### config.mk
export PLATFORM = sky130hd
export DESIGN_NAME = mem_port_arbiter
export DESIGN_NICKNAME = d
export VERILOG_FILES = /design/src/rtl/mem_port_arbiter.sv
export SDC_FILE = /design/constraint.sdc
export NUM_CORES = 1
export LEC_CHECK = 0
export CAP_MARGIN = 30
export CORE_MARGIN = 5
export CORE_UTILIZATION = 35
export CTS_CLUSTER_DIAMETER = 120
export DETAILED_ROUTE_END_ITERATION = 16
export PLACE_DENSITY = 0.69
export SYNTH_ARGS = -nofsm -noshare
export SYNTH_HDL_FRONTEND = slang
export SYNTH_SLANG_ARGS = --single-unit
export TNS_END_PERCENT = 30
### constraint.sdc
create_clock -name clk -period 5.06 [get_ports clk]
set_input_delay 1.012 -clock clk [delete_from_list [all_inputs] [get_ports clk]]
set_output_delay 1.012 -clock clk [all_outputs]
set_load 0.02 [all_outputs]
### src/rtl/mem_port_arbiter.sv
// Shares the single-port data memory between the fetch and load/store ports.
// One access per two cycles, round-robin on contention, bad addresses rejected early.
module mem_port_arbiter #(
  parameter int MEM_BYTES = 1024
) (
  input  logic        clk,
  input  logic        rst_n,
  input  logic        if_req,
  input  logic [31:0] if_addr,
  output logic        if_gnt,
  output logic        if_valid,
  output logic        if_err,
  output logic [31:0] if_rdata,
  input  logic        d_req,
  input  logic        d_we,
  input  logic [31:0] d_addr,
  input  logic [31:0] d_wdata,
  output logic        d_gnt,
  output logic        d_valid,
  output logic        d_err,
  output logic [31:0] d_rdata,
  output logic        MemRead,
  output logic        MemWrite,
  output logic [31:0] mem_addr,
  output logic [31:0] mem_wd,
  input  logic [31:0] mem_rd
);

  localparam logic [32:0] MemLimit = 33'(MEM_BYTES);

  typedef enum logic {IDLE, ACCESS} state_t;

  state_t      state_q, state_d;
  logic        lastData_q, lastData_d;
  logic        winData_q, winData_d;
  logic        we_q, we_d;
  logic        err_q, err_d;
  logic [31:0] addr_q, addr_d;
  logic [31:0] wdata_q, wdata_d;
  logic        ifValid_q, ifValid_d;
  logic        ifErr_q, ifErr_d;
  logic        dValid_q, dValid_d;
  logic        dErr_q, dErr_d;
  logic [31:0] ifRdata_q, ifRdata_d;
  logic [31:0] dRdata_q, dRdata_d;
  logic        pickData;
  logic [31:0] selAddr;

  always_comb begin
    pickData   = d_req && (!if_req || !lastData_q);
    selAddr    = pickData ? d_addr : if_addr;
    state_d    = state_q;
    lastData_d = lastData_q;
    winData_d  = winData_q;
    we_d       = we_q;
    err_d      = err_q;
    addr_d     = addr_q;
    wdata_d    = wdata_q;
    ifValid_d  = 1'b0;
    ifErr_d    = 1'b0;
    dValid_d   = 1'b0;
    dErr_d     = 1'b0;
    ifRdata_d  = ifRdata_q;
    dRdata_d   = dRdata_q;
    case (state_q)
      IDLE: begin
        if (if_req || d_req) begin
          state_d    = ACCESS;
          lastData_d = pickData;
          winData_d  = pickData;
          we_d       = pickData && d_we;
          addr_d     = selAddr;
          wdata_d    = pickData ? d_wdata : 32'h0;
          // 33-bit sum so addresses near 2^32 are rejected instead of wrapping
          err_d      = (selAddr[1:0] != 2'b00) || (({1'b0, selAddr} + 33'd3) >= MemLimit);
        end
      end
      ACCESS: begin
        state_d = IDLE;
        if (winData_q) begin
          dValid_d = 1'b1;
          dErr_d   = err_q;
          dRdata_d = (err_q || we_q) ? 32'h0 : mem_rd;
        end else begin
          ifValid_d = 1'b1;
          ifErr_d   = err_q;
          ifRdata_d = err_q ? 32'h0 : mem_rd;
        end
      end
      default: state_d = IDLE;
    endcase
  end

  always_ff @(posedge clk) begin
    if (!rst_n) begin
      state_q    <= IDLE;
      lastData_q <= 1'b1;
      winData_q  <= 1'b0;
      we_q       <= 1'b0;
      err_q      <= 1'b0;
      addr_q     <= 32'h0;
      wdata_q    <= 32'h0;
      ifValid_q  <= 1'b0;
      ifErr_q    <= 1'b0;
      dValid_q   <= 1'b0;
      dErr_q     <= 1'b0;
      ifRdata_q  <= 32'h0;
      dRdata_q   <= 32'h0;
    end else begin
      state_q    <= state_d;
      lastData_q <= lastData_d;
      winData_q  <= winData_d;
      we_q       <= we_d;
      err_q      <= err_d;
      addr_q     <= addr_d;
      wdata_q    <= wdata_d;
      ifValid_q  <= ifValid_d;
      ifErr_q    <= ifErr_d;
      dValid_q   <= dValid_d;
      dErr_q     <= dErr_d;
      ifRdata_q  <= ifRdata_d;
      dRdata_q   <= dRdata_d;
    end
  end

  // Memory strobes come only from state and latched request, never from req inputs
  assign if_gnt   = (state_q == ACCESS) && !winData_q;
  assign d_gnt    = (state_q == ACCESS) && winData_q;
  assign MemRead  = (state_q == ACCESS) && !err_q && !we_q;
  assign MemWrite = (state_q == ACCESS) && !err_q && we_q;
  assign mem_addr = addr_q;
  assign mem_wd   = wdata_q;
  assign if_valid = ifValid_q;
  assign if_err   = ifErr_q;
  assign if_rdata = ifRdata_q;
  assign d_valid  = dValid_q;
  assign d_err    = dErr_q;
  assign d_rdata  = dRdata_q;

endmodule

# ---- After elaboration in Yosys (flattened, before gate mapping)
# Index checks and enable logic that the tools add are counted.
dict set report totals {
  register_bits 137
  latch_bits 0
  ram_bits 0
  mem_bits_ro 0
  inputBits 133
  output_inout_bits 136
  word_cells 49
  memories 0
}
dict set report classes {
  n_addsub 1
  multipliers 0
  n_div 0
  magnitude_cmp 1
  n_eq_ne 0
  shifts 0
  n_mux 8
  bitwise_logic 3
  reduce_logical 23
}
# operator count
set op_table {}
lappend op_table {{2-to-1 mux 32 bit} 4}
lappend op_table {{adder 32 x 2 -> 33 bit (second input constant)} 1}
lappend op_table {{greater-or-equal comparator 33 x 11 -> 1 bit (second input constant)} 1}
lappend op_table {{AND reduction 2 bit} 4}
lappend op_table {{logical AND 1 bit} 7}
lappend op_table {{zero test 1 bit} 5}
lappend op_table {{logical OR 1 bit} 4}
lappend op_table {{2-to-1 mux 1 bit} 3}
lappend op_table {{NOT 1 bit} 3}
lappend op_table {{AND reduction 3 bit} 1}
lappend op_table {{OR reduction 3 bit} 1}
lappend op_table {{one-hot mux 1 bit (2 select lines)} 1}
lappend op_table {{nonzero test 2 bit} 1}

# ---- Depth between registers and ports, before layout
# Gate-level depths: netlist of the first run.
dict set report depth {
  ltp_word 7
  depth_mapped 11
  mapped_depth_nobuf 8
}

# ---- Worst setup path before layout of the first run
# OpenSTA, ideal clock, no wires.
dict set report synth_timing {
  kind {input-to-reg}
  start {input port d_req}
  end {register err_q}
  t_arrival_ps 2699
  required_time_ps 4933
  path_slack_ps 2234
  path_stages 9
  path_buffers 3
  cell_sequence {a21boi_2 -> buf_6 -> buf_4 -> buf_2 -> mux2i_1 -> nand3_1 -> a2111oi_2 -> and3_1 -> a21oi_1}
}
dict set report synth_via {
  elab_chain_len 5
  elab_cells_between_ends 8
}
# element line_no
set synth_rtl {}
lappend synth_rtl {{from (decl)} 14} ;# input logic d_req,
lappend synth_rtl {{logical AND 1 bit} 50} ;# pickData = d_req && (!if_req || !lastData_q);
lappend synth_rtl {{2-to-1 mux 32 bit} 51} ;# selAddr = pickData ? d_addr : if_addr;
lappend synth_rtl {{adder 32 x 2 -> 33 bit} 75} ;# err_d = (selAddr[1:0] != 2'b00) || (({1'b0, selAddr} + 33'd3) >= MemLimit);
lappend synth_rtl {{greater-or-equal comparator 33 x 11 -> 1 bit} 75}
lappend synth_rtl {{logical OR 1 bit} 75}
lappend synth_rtl {{to (signal assigned)} 114} ;# err_q <= err_d;
lappend synth_rtl {{to (decl)} 37} ;# logic err_q, err_d;
# Several ways; a longest one is shown, not always the timed one.
# A chain may end at the register's enable or synchronous reset.

# ---- Worst setup path in the final report of the first run
dict set report layout_timing {
  start {input port if_req}
  end {register err_q}
}
dict set report layout_via {
  elab_chain_len 7
  elab_cells_between_ends 10
}
# element line_no
set layout_rtl {}
lappend layout_rtl {{from (decl)} 8} ;# input logic if_req,
lappend layout_rtl {{zero test 1 bit} 50}
lappend layout_rtl {{logical OR 1 bit} 50}
lappend layout_rtl {{logical AND 1 bit} 50}
lappend layout_rtl {{2-to-1 mux 32 bit} 51}
lappend layout_rtl {{adder 32 x 2 -> 33 bit} 75}
lappend layout_rtl {{greater-or-equal comparator 33 x 11 -> 1 bit} 75}
lappend layout_rtl {{logical OR 1 bit} 75}
# Several ways; a longest one is shown, not always the timed one.

==> impl_results.html, run 1 <==
<table>
<tr><th>Metric</th><th>Value</th></tr>
<tr><th colspan="2">Logic synthesis</th></tr>
<tr><td>Number of instances in the synthesized netlist</td><td>655</td></tr>
<tr><td>Main area contributors after synthesis</td><td>sky130_fd_sc_hd__dfxtp_1 (46%), sky130_fd_sc_hd__a22oi_1 (10%), sky130_fd_sc_hd__nor2b_1 (8.9%)</td></tr>
<tr><td>Synth async-reset ratio</td><td>0%</td></tr>
<tr><td>Fraction of synthesized cell area in xor and xnor cells</td><td>0.5826%</td></tr>
<tr><td>Number of enable flip-flop cells after synthesis</td><td>0</td></tr>
<tr><td>Synth Area in Simple Gates</td><td>24.68%</td></tr>
<tr><td>Part of the Yosys area used for sequential elements</td><td>45.61%</td></tr>
<tr><td>Post-synthesis register bit count</td><td>137</td></tr>
<tr><td>Fraction of post-synthesis cell area in the top cell type by area</td><td>45.61%</td></tr>
<tr><td>Portion of netlist area occupied by mux cells</td><td>3.225%</td></tr>
<tr><td>Count of different cell masters after synthesis</td><td>54</td></tr>
<tr><td>Netlist Area Pre-Place</td><td>6013 µm²</td></tr>
<tr><td>Compound-gate portion of the synthesized area</td><td>21.83%</td></tr>
<tr><td>Main synth FF type</td><td>sky130_fd_sc_hd__dfxtp_1</td></tr>
<tr><td>Synthesized area per cell</td><td>9.181 µm²</td></tr>
<tr><td>Cell type with the largest total area after synthesis</td><td>sky130_fd_sc_hd__dfxtp_1</td></tr>
<tr><td>Yosys Warn Count</td><td>0</td></tr>
<tr><td>Net count after synthesis</td><td>788</td></tr>
<tr><td>Arithmetic-cell share of the synthesized area counting full adders, half adders and majority gates</td><td>0%</td></tr>
<tr><td>Combinational family with the most area after synthesis</td><td>simple AND/OR/NAND/NOR gates</td></tr>
<tr><th colspan="2">Worst setup path</th></tr>
<tr><td>Longest individual stage delay on the worst path</td><td>570 ps</td></tr>
<tr><td>Endpoint class of the critical path</td><td>flop</td></tr>
<tr><td>Critical-path cell list</td><td>clkdlybuf4s50_1 &gt; a21bo_1 &gt; buf_4 &gt; nor4_4 &gt; o22ai_1 &gt; nor4_2 &gt; xnor2_1 &gt; a2111oi_2 &gt; and3_1 &gt; a21oi_1</td></tr>
<tr><td>FF-to-FF setup slack</td><td>2300 ps</td></tr>
<tr><td>Kind of cell adding the most delay to the critical path</td><td>compound AO/OA/AOI/OAI gates</td></tr>
<tr><td>Worst-path maximum fanout</td><td>26</td></tr>
<tr><td>Total buffers and inverters traversed by the critical path</td><td>2</td></tr>
<tr><td>Worst Path Class, Setup</td><td>primary input to flop</td></tr>
<tr><td>Worst EP required</td><td>5350 ps</td></tr>
<tr><td>Crit path DAT</td><td>3810 ps</td></tr>
<tr><td>Crit path max-delay cell type</td><td>sky130_fd_sc_hd__a21bo_1</td></tr>
<tr><td>Kind of start point of the critical path</td><td>primary input</td></tr>
<tr><th colspan="2">Clock tree</th></tr>
<tr><td># clock sinks</td><td>137</td></tr>
<tr><td>Max clock buf depth</td><td>2</td></tr>
<tr><td>Clk root buf</td><td>sky130_fd_sc_hd__clkbuf_16</td></tr>
<tr><td>Post-CTS sizing</td><td>0</td></tr>
<tr><td>Post-CTS Hold Buffers</td><td>0</td></tr>
<tr><td>CTS tree</td><td>built</td></tr>
<tr><td>Number of buffers added by the clock tree synthesis step</td><td>17</td></tr>
<tr><td>Clock-pin slew on the worst setup and hold paths</td><td>60 ps</td></tr>
<tr><td># Post-CTS Setup Buffers</td><td>0</td></tr>
<tr><td>Clock latency on the worst-skew pair</td><td>420 ps</td></tr>
<tr><td>Total number of H-tree levels</td><td>4</td></tr>
<tr><th colspan="2">Detailed routing</th></tr>
<tr><td>ANT nets after route</td><td>0</td></tr>
<tr><td>Vias after detailed routing</td><td>5846</td></tr>
<tr><td>First DRT Iteration DRCs</td><td>349</td></tr>
<tr><td>DRC errors left</td><td>0</td></tr>
<tr><td>Via density</td><td>5.124</td></tr>
<tr><td>Final wirelength</td><td>19.67 mm</td></tr>
<tr><td>WL per Instance</td><td>17.24 µm</td></tr>
<tr><td>First-pass iteration count of the detailed router</td><td>5</td></tr>
<tr><th colspan="2">Placement</th></tr>
<tr><td>Placed cell count</td><td>1109</td></tr>
<tr><td>Total of buffers placed on input and output ports</td><td>268</td></tr>
<tr><td>RePlAce Congestion</td><td>0.8600</td></tr>
<tr><td>HPWL Detailed</td><td>14.32 mm</td></tr>
<tr><td>Area post-placement</td><td>8845 µm²</td></tr>
<tr><th colspan="2">Hold path</th></tr>
<tr><td>Classification of the worst-slack hold path</td><td>flop to flop</td></tr>
<tr><th colspan="2">Floorplanning</th></tr>
<tr><td>Horizontal die dimension</td><td>141.1 µm</td></tr>
<tr><td>Initial Utilization</td><td>35.26%</td></tr>
<tr><td>Area of the placeable core</td><td>17060 µm²</td></tr>
<tr><td>Overall die area</td><td>19900 µm²</td></tr>
<tr><td>I/O pin count</td><td>269</td></tr>
<tr><td>Height of the die</td><td>141.1 µm</td></tr>
<tr><td># rows</td><td>48</td></tr>
<tr><th colspan="2">Pwr</th></tr>
<tr><td>Comb pwr share</td><td>18.4%</td></tr>
<tr><td>Proportion of power drawn by the clock network</td><td>42.6%</td></tr>
<tr><td>Switching fraction of total power</td><td>27.28%</td></tr>
<tr><td>Sequential share of power</td><td>39.0%</td></tr>
<tr><td>Pwr dens</td><td>317.3 nW/µm²</td></tr>
<tr><td>Pint</td><td>0.002182 W</td></tr>
<tr><td>Maximum vdd drop</td><td>0.0002210 V</td></tr>
<tr><td>Static leakage power</td><td>3.617 nW</td></tr>
<tr><td>Switch Pwr</td><td>0.0008186 W</td></tr>
<tr><th colspan="2">Global routing</th></tr>
<tr><td>Largest net degree at the start of global routing</td><td>70</td></tr>
<tr><td>All-layer global routing usage</td><td>19.21%</td></tr>
<tr><td>Overflow left after global routing</td><td>0</td></tr>
<tr><td>Antenna violations before repair</td><td>0</td></tr>
<tr><td>Global-route wire length before repair</td><td>30.88 mm</td></tr>
<tr><td>Vias in the first global route</td><td>5879</td></tr>
<tr><th colspan="2">Timing</th></tr>
<tr><td>Peak Freq</td><td>284.0 MHz</td></tr>
<tr><td>Slew at the pin closest to its max-slew limit</td><td>986.4 ps</td></tr>
<tr><td>Setup TNS</td><td>0 ps</td></tr>
<tr><td>Max-slew violation count</td><td>0</td></tr>
<tr><td>Share of the cycle needed by the critical path after routing</td><td>69.60%</td></tr>
<tr><td>WHS</td><td>476.8 ps</td></tr>
<tr><td>Setup clock skew after layout</td><td>12.40 ps</td></tr>
<tr><td>Hold violation count in the final report</td><td>0</td></tr>
<tr><td>Setup violations, final</td><td>0</td></tr>
<tr><td>Relative slew slack</td><td>34.10%</td></tr>
<tr><td>Clock period minus worst slack</td><td>3522 ps</td></tr>
<tr><td>Setup repair after global routing missed its margin</td><td>no</td></tr>
<tr><th colspan="2">Finish</th></tr>
<tr><td>Post-route insts no fill</td><td>1141</td></tr>
<tr><td>Final core utilization</td><td>55.45%</td></tr>
<tr><td>Ant. Diodes</td><td>0</td></tr>
<tr><td>Final net count</td><td>1036</td></tr>
<tr><td>Area grow syn2layout</td><td>57.28%</td></tr>
<tr><td>Proportion of layout cells with a drive suffix above 1</td><td>6.441%</td></tr>
<tr><td>Layout Cell Area excl Fill</td><td>9458 µm²</td></tr>
<tr><th colspan="2">Flow run</th></tr>
<tr><td>Maximum capacitance violations</td><td>0</td></tr>
<tr><th colspan="2">Outcome</th></tr>
<tr><td>Outcome</td><td>complete, no violations</td></tr>
</table>
## flip-flops by register name, indices dropped and copies added, names as in the netlist
name / count
err_q: 1
d_valid: 1
d_err: 1
state_q: 1
winData_q: 1
if_rdata: 32
lastData_q: 1
if_valid: 1
mem_addr: 32
we_q: 1
mem_wd: 32
d_rdata: 32
if_err: 1
## power by group through the flow
| stage | sequential (W) | clock [W] | combinational [W] |
|---|---|---|---|
| after global routing | 0.00118 | 0.00136 | 0.000597 |
| after detailed placement | 0.00119 | 0 | 0.000555 |
| final | 0.00117 | 0.00128 | 0.000554 |
| after CTS | 0.00117 | 0.00131 | 0.000558 |
| after global placement | 0.00119 | 0 | 0.000556 |
| after floorplan | 0.00125 | 0 | 0.000206 |
## cells in the final DEF, fill, tap and decap left out, types with 3 or more instances in the layout
cell	instances
sky130_fd_sc_hd__dfxtp_1	137
sky130_fd_sc_hd__inv_6	3
sky130_fd_sc_hd__o211a_1	29
sky130_fd_sc_hd__o21ai_0	6
sky130_fd_sc_hd__nand2_1	64
sky130_fd_sc_hd__clkdlybuf4s50_1	267
sky130_fd_sc_hd__a31oi_1	5
sky130_fd_sc_hd__o22ai_1	4
sky130_fd_sc_hd__nor3b_1	4
sky130_fd_sc_hd__nand4_1	5
sky130_fd_sc_hd__a21oi_1	9
sky130_fd_sc_hd__mux2i_1	16
sky130_fd_sc_hd__and3_1	5
sky130_fd_sc_hd__inv_1	6
sky130_fd_sc_hd__nor2b_1	86
sky130_fd_sc_hd__nor2_1	28
sky130_fd_sc_hd__nor3_1	14
sky130_fd_sc_hd__a21boi_0	5
sky130_fd_sc_hd__mux2_2	3
sky130_fd_sc_hd__clkbuf_16	17
sky130_fd_sc_hd__a22oi_1	83
sky130_fd_sc_hd__and2_1	7
sky130_fd_sc_hd__nand2b_1	4
sky130_fd_sc_hd__a22o_1	14
sky130_fd_sc_hd__clkinv_4	4
sky130_fd_sc_hd__nand3_1	37
sky130_fd_sc_hd__buf_4	11
sky130_fd_sc_hd__inv_8	3
## area by class of cell
cell class / instances / area [µm²]
clock buffer: 19 / 452.9
sequential: 137 / 2743
tap: 225 / 281.5
clock inverter: 13 / 160.2
inverter: 6 / 22.52
fill: 1545 / 7599
multi-input combinational: 463 / 3043
timing repair buffer: 278 / 2755
## logic make-up after synthesis
family                 after synthesis
multiplexers                        19
flip-flops                         137
AND/OR/NAND/NOR                    274
AO/OA/AOI/OAI                      166
XOR/XNOR                             4
buffers and inverters               55
## routing by layer
metal	part of all wire [%]	vias up	GRT usage, %
met5	0	-	0
met4	2.5	0	6.629
met3	10	35	8.345
met2	46	253	30.10
met1	41	2687	23.61
li1	-	2871	-
## worst paths after layout
check | start | end | cells after the start
worst max-delay path | if_req | err_q | 10
worst min-delay path | if_rdata[9] | if_rdata[9] | 1
worst max register to register | lastData_q | err_q | 9
worst min register to register | if_rdata[9] | if_rdata[9] | 1
## stage by stage
step	power [W]	setup WS (ps)
after floorplan	0.001461	2234
after global placement	0.001748	1202
after detailed placement	0.001749	1171
after CTS	0.003037	1585
after global routing	0.003130	1370
final	0.003001	1538
## Yosys cell counts (3+ instances only)
library cell / number
sky130_fd_sc_hd__dfxtp_1: 137
sky130_fd_sc_hd__mux2i_1: 16
sky130_fd_sc_hd__nand4_1: 5
sky130_fd_sc_hd__nor3_1: 14
sky130_fd_sc_hd__nand3_1: 37
sky130_fd_sc_hd__nor2_1: 30
sky130_fd_sc_hd__buf_2: 3
sky130_fd_sc_hd__and3_1: 5
sky130_fd_sc_hd__o22ai_1: 4
sky130_fd_sc_hd__nor2b_1: 86
sky130_fd_sc_hd__mux2_2: 3
sky130_fd_sc_hd__nand2_1: 64
sky130_fd_sc_hd__o21ai_0: 6
sky130_fd_sc_hd__a31oi_1: 5
sky130_fd_sc_hd__a21oi_1: 9
sky130_fd_sc_hd__o211a_1: 29
sky130_fd_sc_hd__and2_1: 7
sky130_fd_sc_hd__a22oi_1: 83
sky130_fd_sc_hd__clkbuf_1: 37
sky130_fd_sc_hd__buf_1: 5
sky130_fd_sc_hd__a22o_1: 14
sky130_fd_sc_hd__nand2b_1: 4
sky130_fd_sc_hd__inv_1: 6
sky130_fd_sc_hd__a21boi_0: 5
sky130_fd_sc_hd__nor3b_1: 4
Note: power is estimated with default switching activity, not from simulation.
==> run 2: changes to the inputs <==
--- a/config.mk
+++ b/config.mk
@@ -10,7 +10,7 @@
 export CORE_UTILIZATION = 35
 export CTS_CLUSTER_DIAMETER = 120
 export DETAILED_ROUTE_END_ITERATION = 16
-export PLACE_DENSITY = 0.69
+export PLACE_DENSITY = 0.72
 export SYNTH_ARGS = -nofsm -noshare
 export SYNTH_HDL_FRONTEND = slang
 export SYNTH_SLANG_ARGS = --single-unit
==> constraint.sdc (replaced) <==
create_clock -name clk -period 3.05 [get_ports clk]
set_input_delay 0.61 -clock clk [delete_from_list [all_inputs] [get_ports clk]]
set_output_delay 0.61 -clock clk [all_outputs]
set_load 0.02 [all_outputs]
==> impl_results.html, run 2 (synthesis results as in run 1) <==
<table>
<tr><th>Metric</th><th>Value</th></tr>
<tr><th colspan="2">Floorplanning</th></tr>
<tr><td>I/O pin count</td><td>269 (unchanged)</td></tr>
<tr><td>Height of the die</td><td>141.1 µm (unchanged)</td></tr>
<tr><td># rows</td><td>48 (unchanged)</td></tr>
<tr><td>Area of the placeable core</td><td>17060 µm² (unchanged)</td></tr>
<tr><td>Initial Utilization</td><td>35.26% (unchanged)</td></tr>
<tr><td>Horizontal die dimension</td><td>141.1 µm (unchanged)</td></tr>
<tr><td>Overall die area</td><td>19900 µm² (unchanged)</td></tr>
<tr><th colspan="2">Worst setup path</th></tr>
<tr><td>Crit path max-delay cell type</td><td>sky130_fd_sc_hd__clkdlybuf4s50_1 (was sky130_fd_sc_hd__a21bo_1)</td></tr>
<tr><td>Number of cells on the worst reg-to-reg path</td><td>9 (unchanged)</td></tr>
<tr><td>Worst Path Class, Setup</td><td>primary input to flop (unchanged)</td></tr>
<tr><td>Longest individual stage delay on the worst path</td><td>490 ps (was 570 ps)</td></tr>
<tr><td>Kind of start point of the critical path</td><td>primary input (unchanged)</td></tr>
<tr><td>Worst EP required</td><td>3340 ps (was 5350 ps)</td></tr>
<tr><td>Critical-path cell list</td><td>clkdlybuf4s50_1 &gt; a21boi_4 &gt; buf_4 &gt; mux2i_1 &gt; a21boi_0 &gt; a21boi_0 &gt; o31a_1 &gt; a2111oi_2 &gt; and3_1 &gt; a21oi_1 (was clkdlybuf4s50_1 &gt; a21bo_1 &gt; buf_4 &gt; nor4_4 &gt; o22ai_1 &gt; nor4_2 &gt; xnor2_1 &gt; a2111oi_2 &gt; and3_1 &gt; a21oi_1)</td></tr>
<tr><td>Critical path depth</td><td>10 (unchanged)</td></tr>
<tr><td>Total buffers and inverters traversed by the critical path</td><td>2 (unchanged)</td></tr>
<tr><td>Kind of cell adding the most delay to the critical path</td><td>compound AO/OA/AOI/OAI gates (unchanged)</td></tr>
<tr><td>Most frequent CP cell</td><td>sky130_fd_sc_hd__a21boi_0</td></tr>
<tr><td>Endpoint class of the critical path</td><td>flop (unchanged)</td></tr>
<tr><td>Crit path DAT</td><td>3030 ps (was 3810 ps)</td></tr>
<tr><td>Worst-path maximum fanout</td><td>7 (was 26)</td></tr>
<tr><th colspan="2">Timing</th></tr>
<tr><td>Clock period minus worst slack</td><td>2737 ps</td></tr>
<tr><td>Setup violations, final</td><td>0 (unchanged)</td></tr>
<tr><td>Setup clock skew after layout</td><td>6.288 ps (was 12.40 ps)</td></tr>
<tr><td>Share of the cycle needed by the critical path after routing</td><td>89.74%</td></tr>
<tr><td>Hold violation count in the final report</td><td>0 (unchanged)</td></tr>
<tr><td>Setup repair after global routing missed its margin</td><td>no (unchanged)</td></tr>
<tr><td>Relative slew slack</td><td>47.36% (was 34.10%)</td></tr>
<tr><td>Max-slew violation count</td><td>0 (unchanged)</td></tr>
<tr><td>Peak Freq</td><td>365.4 MHz</td></tr>
<tr><td>Slew at the pin closest to its max-slew limit</td><td>789.6 ps (was 986.4 ps)</td></tr>
<tr><th colspan="2">Clock tree</th></tr>
<tr><td>Clock-pin slew on the worst setup and hold paths</td><td>60 ps (about the same)</td></tr>
<tr><td>Clock latency on the worst-skew pair</td><td>420 ps (about the same)</td></tr>
<tr><td># Post-CTS Setup Buffers</td><td>0 (unchanged)</td></tr>
<tr><td>Max clock buf depth</td><td>2 (unchanged)</td></tr>
<tr><td>Post-CTS Hold Buffers</td><td>0 (unchanged)</td></tr>
<tr><td># clock sinks</td><td>137 (unchanged)</td></tr>
<tr><td>Total number of H-tree levels</td><td>4 (unchanged)</td></tr>
<tr><td>Clk root buf</td><td>sky130_fd_sc_hd__clkbuf_16 (unchanged)</td></tr>
<tr><td>Post-CTS sizing</td><td>0 (unchanged)</td></tr>
<tr><td>CTS tree</td><td>built (unchanged)</td></tr>
<tr><td>Number of buffers added by the clock tree synthesis step</td><td>17 (unchanged)</td></tr>
<tr><th colspan="2">Detailed routing</th></tr>
<tr><td>Via density</td><td>5.060 (was 5.124)</td></tr>
<tr><td>ANT nets after route</td><td>0 (unchanged)</td></tr>
<tr><td>Final wirelength</td><td>19.95 mm (was 19.67 mm)</td></tr>
<tr><td>DRC errors left</td><td>0 (unchanged)</td></tr>
<tr><td>First-pass iteration count of the detailed router</td><td>5 (unchanged)</td></tr>
<tr><td>WL per Instance</td><td>16.97 µm (was 17.24 µm)</td></tr>
<tr><td>Vias after detailed routing</td><td>5950 (was 5846)</td></tr>
<tr><td>First DRT Iteration DRCs</td><td>261 (was 349)</td></tr>
<tr><th colspan="2">Placement</th></tr>
<tr><td>Total of buffers placed on input and output ports</td><td>268 (unchanged)</td></tr>
<tr><td>Area post-placement</td><td>9133 µm² (was 8845 µm²)</td></tr>
<tr><td>RePlAce Congestion</td><td>0.8999 (was 0.8600)</td></tr>
<tr><td>Placed cell count</td><td>1144 (was 1109)</td></tr>
<tr><td>HPWL Detailed</td><td>14.86 mm (was 14.32 mm)</td></tr>
<tr><th colspan="2">Flow run</th></tr>
<tr><td>Maximum capacitance violations</td><td>0 (unchanged)</td></tr>
<tr><th colspan="2">Outcome</th></tr>
<tr><td>Outcome</td><td>complete, no violations (unchanged)</td></tr>
<tr><th colspan="2">Global routing</th></tr>
<tr><td>Antenna violations before repair</td><td>0 (unchanged)</td></tr>
<tr><td>All-layer global routing usage</td><td>19.41% (was 19.21%)</td></tr>
<tr><td>Largest net degree at the start of global routing</td><td>67 (was 70)</td></tr>
<tr><td>Overflow left after global routing</td><td>0 (unchanged)</td></tr>
<tr><td>Vias in the first global route</td><td>5884 (was 5879)</td></tr>
<tr><td>Global-route wire length before repair</td><td>31.08 mm (was 30.88 mm)</td></tr>
<tr><th colspan="2">Finish</th></tr>
<tr><td>Final net count</td><td>1071 (was 1036)</td></tr>
<tr><td>Area grow syn2layout</td><td>61.65% (was 57.28%)</td></tr>
<tr><td>Post-route insts no fill</td><td>1176 (was 1141)</td></tr>
<tr><td>Most common cell after layout, fill and taps aside</td><td>sky130_fd_sc_hd__clkdlybuf4s50_1 (unchanged)</td></tr>
<tr><td>Proportion of layout cells with a drive suffix above 1</td><td>9.884% (was 6.441%)</td></tr>
<tr><td>Top library cells by usage in the layout, fill and taps aside</td><td>sky130_fd_sc_hd__clkdlybuf4s50_1 (267), sky130_fd_sc_hd__dfxtp_1 (137), sky130_fd_sc_hd__nor2b_1 (86), sky130_fd_sc_hd__a22oi_1 (83), sky130_fd_sc_hd__nand2_1 (64) (unchanged)</td></tr>
<tr><td>Ant. Diodes</td><td>0 (unchanged)</td></tr>
<tr><td>Layout Cell Area excl Fill</td><td>9721 µm² (was 9458 µm²)</td></tr>
<tr><th colspan="2">Pwr</th></tr>
<tr><td>Pwr dens</td><td>507.4 nW/µm² (was 317.3 nW/µm²)</td></tr>
<tr><td>Static leakage power</td><td>3.769 nW (was 3.617 nW)</td></tr>
<tr><td>Maximum vdd drop</td><td>0.0004704 V (was 0.0002210 V)</td></tr>
<tr><th colspan="2">Hold path</th></tr>
<tr><td>Classification of the worst-slack hold path</td><td>flop to flop (unchanged)</td></tr>
<tr><td>Number of cells on the worst hold path</td><td>1 (unchanged)</td></tr>
</table>
## run 2: cell types whose count changed in the layout (fill, tap and decap cells not counted)
cell / before / now
sky130_fd_sc_hd__clkbuf_8: 2 / 0
sky130_fd_sc_hd__clkinv_4: 4 / 2
sky130_fd_sc_hd__buf_12: 0 / 2
sky130_fd_sc_hd__buf_4: 11 / 44
sky130_fd_sc_hd__bufinv_16: 2 / 1
sky130_fd_sc_hd__inv_6: 3 / 5
sky130_fd_sc_hd__inv_8: 3 / 1
sky130_fd_sc_hd__clkinvlp_4: 0 / 3
sky130_fd_sc_hd__clkinv_8: 0 / 2
## run 2: report_power, final
group	switching (W)	internal (W)	total, W
logic	0.000469	0.000495	0.000963
clock network	0.000874	0.00115	0.00203
registers	0.0000554	0.00189	0.00194
total	0.00140	0.00353	0.00493
## run 2: path summary, 6_finish.rpt
check,start,end,slack [ps]
setup / recovery,d_req,err_q,310
setup reg to reg,lastData_q,err_q,690
hold reg to reg,if_rdata[9],if_rdata[9],480
hold / removal,if_rdata[9],if_rdata[9],480
## run 2: stage by stage
stage	setup slack [ps]	power (W)	hold slack (ps)	utilization, %	TNS, ps
2_1_floorplan	626.0	0.002423	476.0	-	0
3_3_place_gp	-23.21	0.002941	461.2	53.54	-23.21
3_5_place_dp	-83.73	0.002945	465.9	53.54	-83.73
4_1_cts	360.9	0.004997	479.9	56.99	0
5_1_grt	149.0	0.005165	478.0	56.99	0
6_report	313.0	0.004932	480.5	56.99	0
## run 2: final cells by class
cell class                 instances  area [µm²]
fill                            1543        7336
multi-input combinational        463        3043
timing repair buffer             313        3043
sequential                       137        2743
clock buffer                      17       425.4
tap                              225       281.5
clock inverter                    15       162.7
inverter                           6       22.52
## run 2: layer usage
layer	global-route usage [%]	routed length [µm]	share of wire, %
met4	8.159	600	3.0
met1	23.22	8307	42
met3	7.802	1856	9.3
met2	30.93	9186	46
met5	0	0	0
==> edit 1, RTL diff (flow settings as in run 1) <==
Take the reset off `addr_q` and load it in a clocked block of its own.
--- a/src/rtl/mem_port_arbiter.sv
+++ b/src/rtl/mem_port_arbiter.sv
@@ -100,3 +100,2 @@
       err_q      <= 1'b0;
-      addr_q     <= 32'h0;
       wdata_q    <= 32'h0;
@@ -114,3 +113,2 @@
       err_q      <= err_d;
-      addr_q     <= addr_d;
       wdata_q    <= wdata_d;
@@ -123,2 +121,6 @@
     end
+  end
+
+  always_ff @(posedge clk) begin
+    addr_q <= addr_d;
   end
Formal check against the unedited RTL: not equivalent (a bounded check fails within 4 cycles, from zero or initial values and one cycle with rst_n low).
==> edit 1 against run 1 <==
Synthesized cell count fell by 11%. Synthesized area fell by 6.5%. First-iteration DRC count rose by 26%. Count of clock-buffer cells in the layout rose by 1. Wire length fell by 0.38%. Worst hold slack improved by 0.022 ns. Power rose by 1.0%. Worst setup slack got worse by 0.072 ns. Final area fell by 3.6%. Via count fell by 4.3%. Sequential cell count did not move.
==> edit 1: results (changes against run 1) <==
stage,metric,value,unit,change
status,result of the run,"finished, final reports clean",,
finish,clock buffer instance count of the final layout,20,,+1
finish,signed area change from the synthesized netlist to the final layout,62.1,%,
power_and_ir_drop,Internal,2260,uW,+3.5%
global_routing,largest net degree at the start of global routing,45,,-36%
power_and_ir_drop,VDD IR-drop max,0.000192,V,-13%
worst_setup_path,"Data arrival, critical path",3.88,ns,+0.07 ns
finish,Signal buf overhead,30.5,%,+1.3 points
global_routing,Global Route Usage Sum,20.3,%,+1.1 points
worst_setup_path,"slowest stage delay, CP",0.67,ns,+0.10 ns
finish,number of fill cells in the layout,1357,,-12%
logic_synthesis,gate count after technology mapping,584,,-11%
worst_setup_path,worst-case register-to-register setup slack,2.18,ns,-0.12 ns
hold_path,Worst Hold End,if_rdata[31]$_SDFFE_PN0P_,,
worst_setup_path,"Max FO, Critical Path",21,,-19%
finish,storage element area,3060,um2,+12%
placement,half-perimeter wire length after detailed placement,14.2,mm,-0.73%
timing,final-layout worst hold slack,0.499,ns,+0.0218 ns
worst_setup_path,r2r worst-path depth,8,,-1
finish,count of inverters not on the clock network in the layout,15,,+9
global_routing,via count of the first global-routing pass,5673,,-3.5%
logic_synthesis,Cell variety after synth,56,,+3.7%
finish,clock tree cell share of total cell area,6.90,%,+0.42 points
detailed_routing,DRC marker count from the first detailed-route iteration,439,,+26%
detailed_routing,vias,5596,,-4.3%
timing,worst rel slew slack,46.0,%,+12 points
logic_synthesis,share of the synthesized area in compound gates (AO/OA/AOI/OAI),18.5,%,-3.3 points
logic_synthesis,Synth Net Count,717,,-9.0%
finish,"Largest area class, layout",sequential cells,,
hold_path,Worst Hold Path Cells,2,,+1
logic_synthesis,share of synthesized area spent on multiplexers,4.11,%,+0.89 points
logic_synthesis,count of flip-flops with a built-in enable after synthesis,32,,+32
logic_synthesis,Synth top cells by count,"nor2_1 (114), dfxtp_1 (105), a22oi_1 (96)",,
finish,multi-input gate share of the layout cell area,25.5,%,-6.7 points
placement,Post-Place Worst Slack,1.08,ns,-0.0912 ns
logic_synthesis,post-synthesis instance area,5630,um2,-6.5%
timing,Post-Route Skew,0.00642,ns,-0.00598 ns
finish,number of multi-input combinational cells,391,,-16%
## edit 1: cell count changes after synthesis, sizes merged, moves of 8 or more
cell	change
nor2	+84
nand4	+8
o211a	-29
clkbuf	-8
a22oi	+12
nor3	-11
inv	+9
nand3	-31
dfxtp	-32
edfxtp	+32
nor2b	-86
a22o	-14
## edit 1: power by group through the flow
stage	Combinational (uW)	Sequential, uW	Clock [uW]
2_1_floorplan	165	1300	0
3_3_place_gp	503	1230	0
3_5_place_dp	512	1240	0
4_1_cts	515	1210	1330
5_1_grt	548	1220	1380
6_report	513	1210	1300
## edit 1: metal layers
metal  routed length (um)  GRT usage [%]
met3                 2080           8.46
met1                 7510           23.3
met5                    0              0
met4                  520           8.09
met2                 9490           33.5
## edit 1: cells by family after synthesis
| kind of cell | Yosys count |
|---|---|
| compound gates | 138 |
| xor+xnor | 2 |
| buf+inv | 56 |
| flops | 137 |
| mux | 21 |
| simple gates | 230 |
==> edit 2, RTL diff (flow settings as in run 1) <==
Made on the original files. Change the parameter `MEM_BYTES` from 1024 to 512.
--- a/src/rtl/mem_port_arbiter.sv
+++ b/src/rtl/mem_port_arbiter.sv
@@ -3,3 +3,3 @@
 module mem_port_arbiter #(
-  parameter int MEM_BYTES = 1024
+  parameter int MEM_BYTES = 512
 ) (
Function: changed (a bounded check fails within 4 cycles, from zero or initial values and one cycle with rst_n low).
==> edit 2 against run 1 <==
Clock power grew 9%. Sequential cell count is the same. Core utilization grew 1.5 points. Final area grew 0.54%. Wire length grew 2.9%. Synthesized area shrank 0.37%. Largest power group unchanged. Power grew 3.8%. Global-route usage grew 0.42 points. Worst setup slack lost 0.32 ns. First-iteration DRC count shrank 8.3%. Via count grew 1.2%.
==> edit 2: results (changes against run 1) <==
stage,metric,value,unit,change
finish,fraction of layout instances using a drive strength above 1,5.47,%,-0.97 points
logic_synthesis,gate count after technology mapping,654,,-0.15%
timing,transition time at the pin with the least slew margin,1.01,ns,+0.0218 ns
global_routing,first-pass GRT wire length,31.4,mm,+1.8%
logic_synthesis,Synth top cells by count,"dfxtp_1 (137), nor2b_1 (86), a22oi_1 (84)",,
detailed_routing,Total Wirelength,20.2,mm,+2.9%
placement,Post-Place Worst Slack,0.901,ns,-0.270 ns
power_and_ir_drop,VDD IR-drop max,0.000228,V,+3.1%
timing,final hold violations,0,,unchanged
detailed_routing,DRC marker count from the first detailed-route iteration,320,,-8.3%
logic_synthesis,top area cells in the synthesized netlist,"dfxtp_1 (46%), a22oi_1 (11%), nor2b_1 (9.0%)",,
logic_synthesis,part of the Yosys area used for sequential elements,45.8,%,+0.17 points
timing,f_max,260,MHz,-8.3%
finish,number of multi-input combinational cells,463,,unchanged
finish,Signal buf overhead,28.9,%,-0.24 points
power_and_ir_drop,Static Leakage,0.00362,uW,about the same
global_routing,met2 GRT Util,32.3,%,+2.2 points
finish,total number of nets in the final design,1034,,-0.19%
worst_setup_path,"Max FO, Critical Path",16,,-38%
timing,Post-Route Skew,0.00984,ns,-0.00256 ns
finish,count of inverters not on the clock network in the layout,5,,-1
finish,non-clock buffer instance count of the final layout,277,,-0.36%
status,result of the run,"finished, final reports clean",,
global_routing,met3 GRT Util,6.81,%,-1.5 points
placement,area after detailed placement,8850,um2,about the same
placement,half-perimeter wire length after detailed placement,14.8,mm,+3.7%
logic_synthesis,Synth Net Count,787,,-0.13%
global_routing,via count of the first global-routing pass,5727,,-2.6%
finish,clock tree cell share of total cell area,6.97,%,+0.49 points
worst_setup_path,r2r worst-path depth,8,,-1
finish,Final Instance Count excl. Fillers,1134,,-0.61%
finish,Seq/total area,28.8,%,-0.16 points
worst_setup_path,"Data arrival, critical path",4.12,ns,+0.31 ns
global_routing,largest net degree at the start of global routing,69,,-1.4%
worst_setup_path,worst-case register-to-register setup slack,2.02,ns,-0.28 ns
global_routing,Global Route Usage Sum,19.6,%,+0.42 points
detailed_routing,post-DR vias/cell,5.22,,+1.9%
logic_synthesis,Cell variety after synth,48,,-11%
hold_path,Worst Hold Launch,mem_addr[25]$_SDFFE_PN0P_,,
## edit 2: changes by cell type in the layout (fill, tap and decap cells not counted), sizes merged, moves of 5 or more
cell | before | now
or4 | 2 | 7
nor4 | 5 | 10
xnor2 | 2 | 7
nand3 | 37 | 22
mux2i | 16 | 21
nand4 | 5 | 13
nor2 | 30 | 22
## edit 2: worst min path at each step
stage / cells past startpoint / slack [ns] / end
4_1_cts: 2 / 0.47 / mem_addr[25]$_SDFFE_PN0P_
6_report: 2 / 0.47 / mem_addr[25]$_SDFFE_PN0P_
5_1_grt: 1 / 0.49 / if_rdata[10]$_SDFFE_PN0P_
2_1_floorplan: 2 / 0.46 / lastData_q$_SDFFE_PN1P_
3_5_place_dp: 2 / 0.46 / mem_addr[25]$_SDFFE_PN0P_
3_3_place_gp: 2 / 0.46 / mem_addr[25]$_SDFFE_PN0P_
## edit 2: per-layer routing
metal	wire length (um)	part of all wire, %
met5	0	0
met4	376	1.9
met3	1610	7.9
met2	9640	48
met1	8610	43
## edit 2: power breakdown
| group | internal, uW | switching, uW |
|---|---|---|
| registers | 1140 | 32.1 |
| logic | 274 | 276 |
| clock network | 888 | 510 |
## edit 2: cell families after synthesis
family	Yosys count	share of synthesized area, %
AO/OA/AOI/OAI	169	22.1
XOR/XNOR	11	1.61
buffers and inverters	54	3.47
flip-flops	137	45.8
multiplexers	23	3.88
AND/OR/NAND/NOR	260	23.1
## edit 2: worst max-delay path, stage by stage
cell,delay [ns]
clkdlybuf4s50_1,0.50
a21bo_2,0.37
or4_4,0.55
a222oi_1,0.64
nand2_1,0.23
nor2_1,0.17
xor2_1,0.09
a2111oi_0,0.43
a21oi_1,0.11
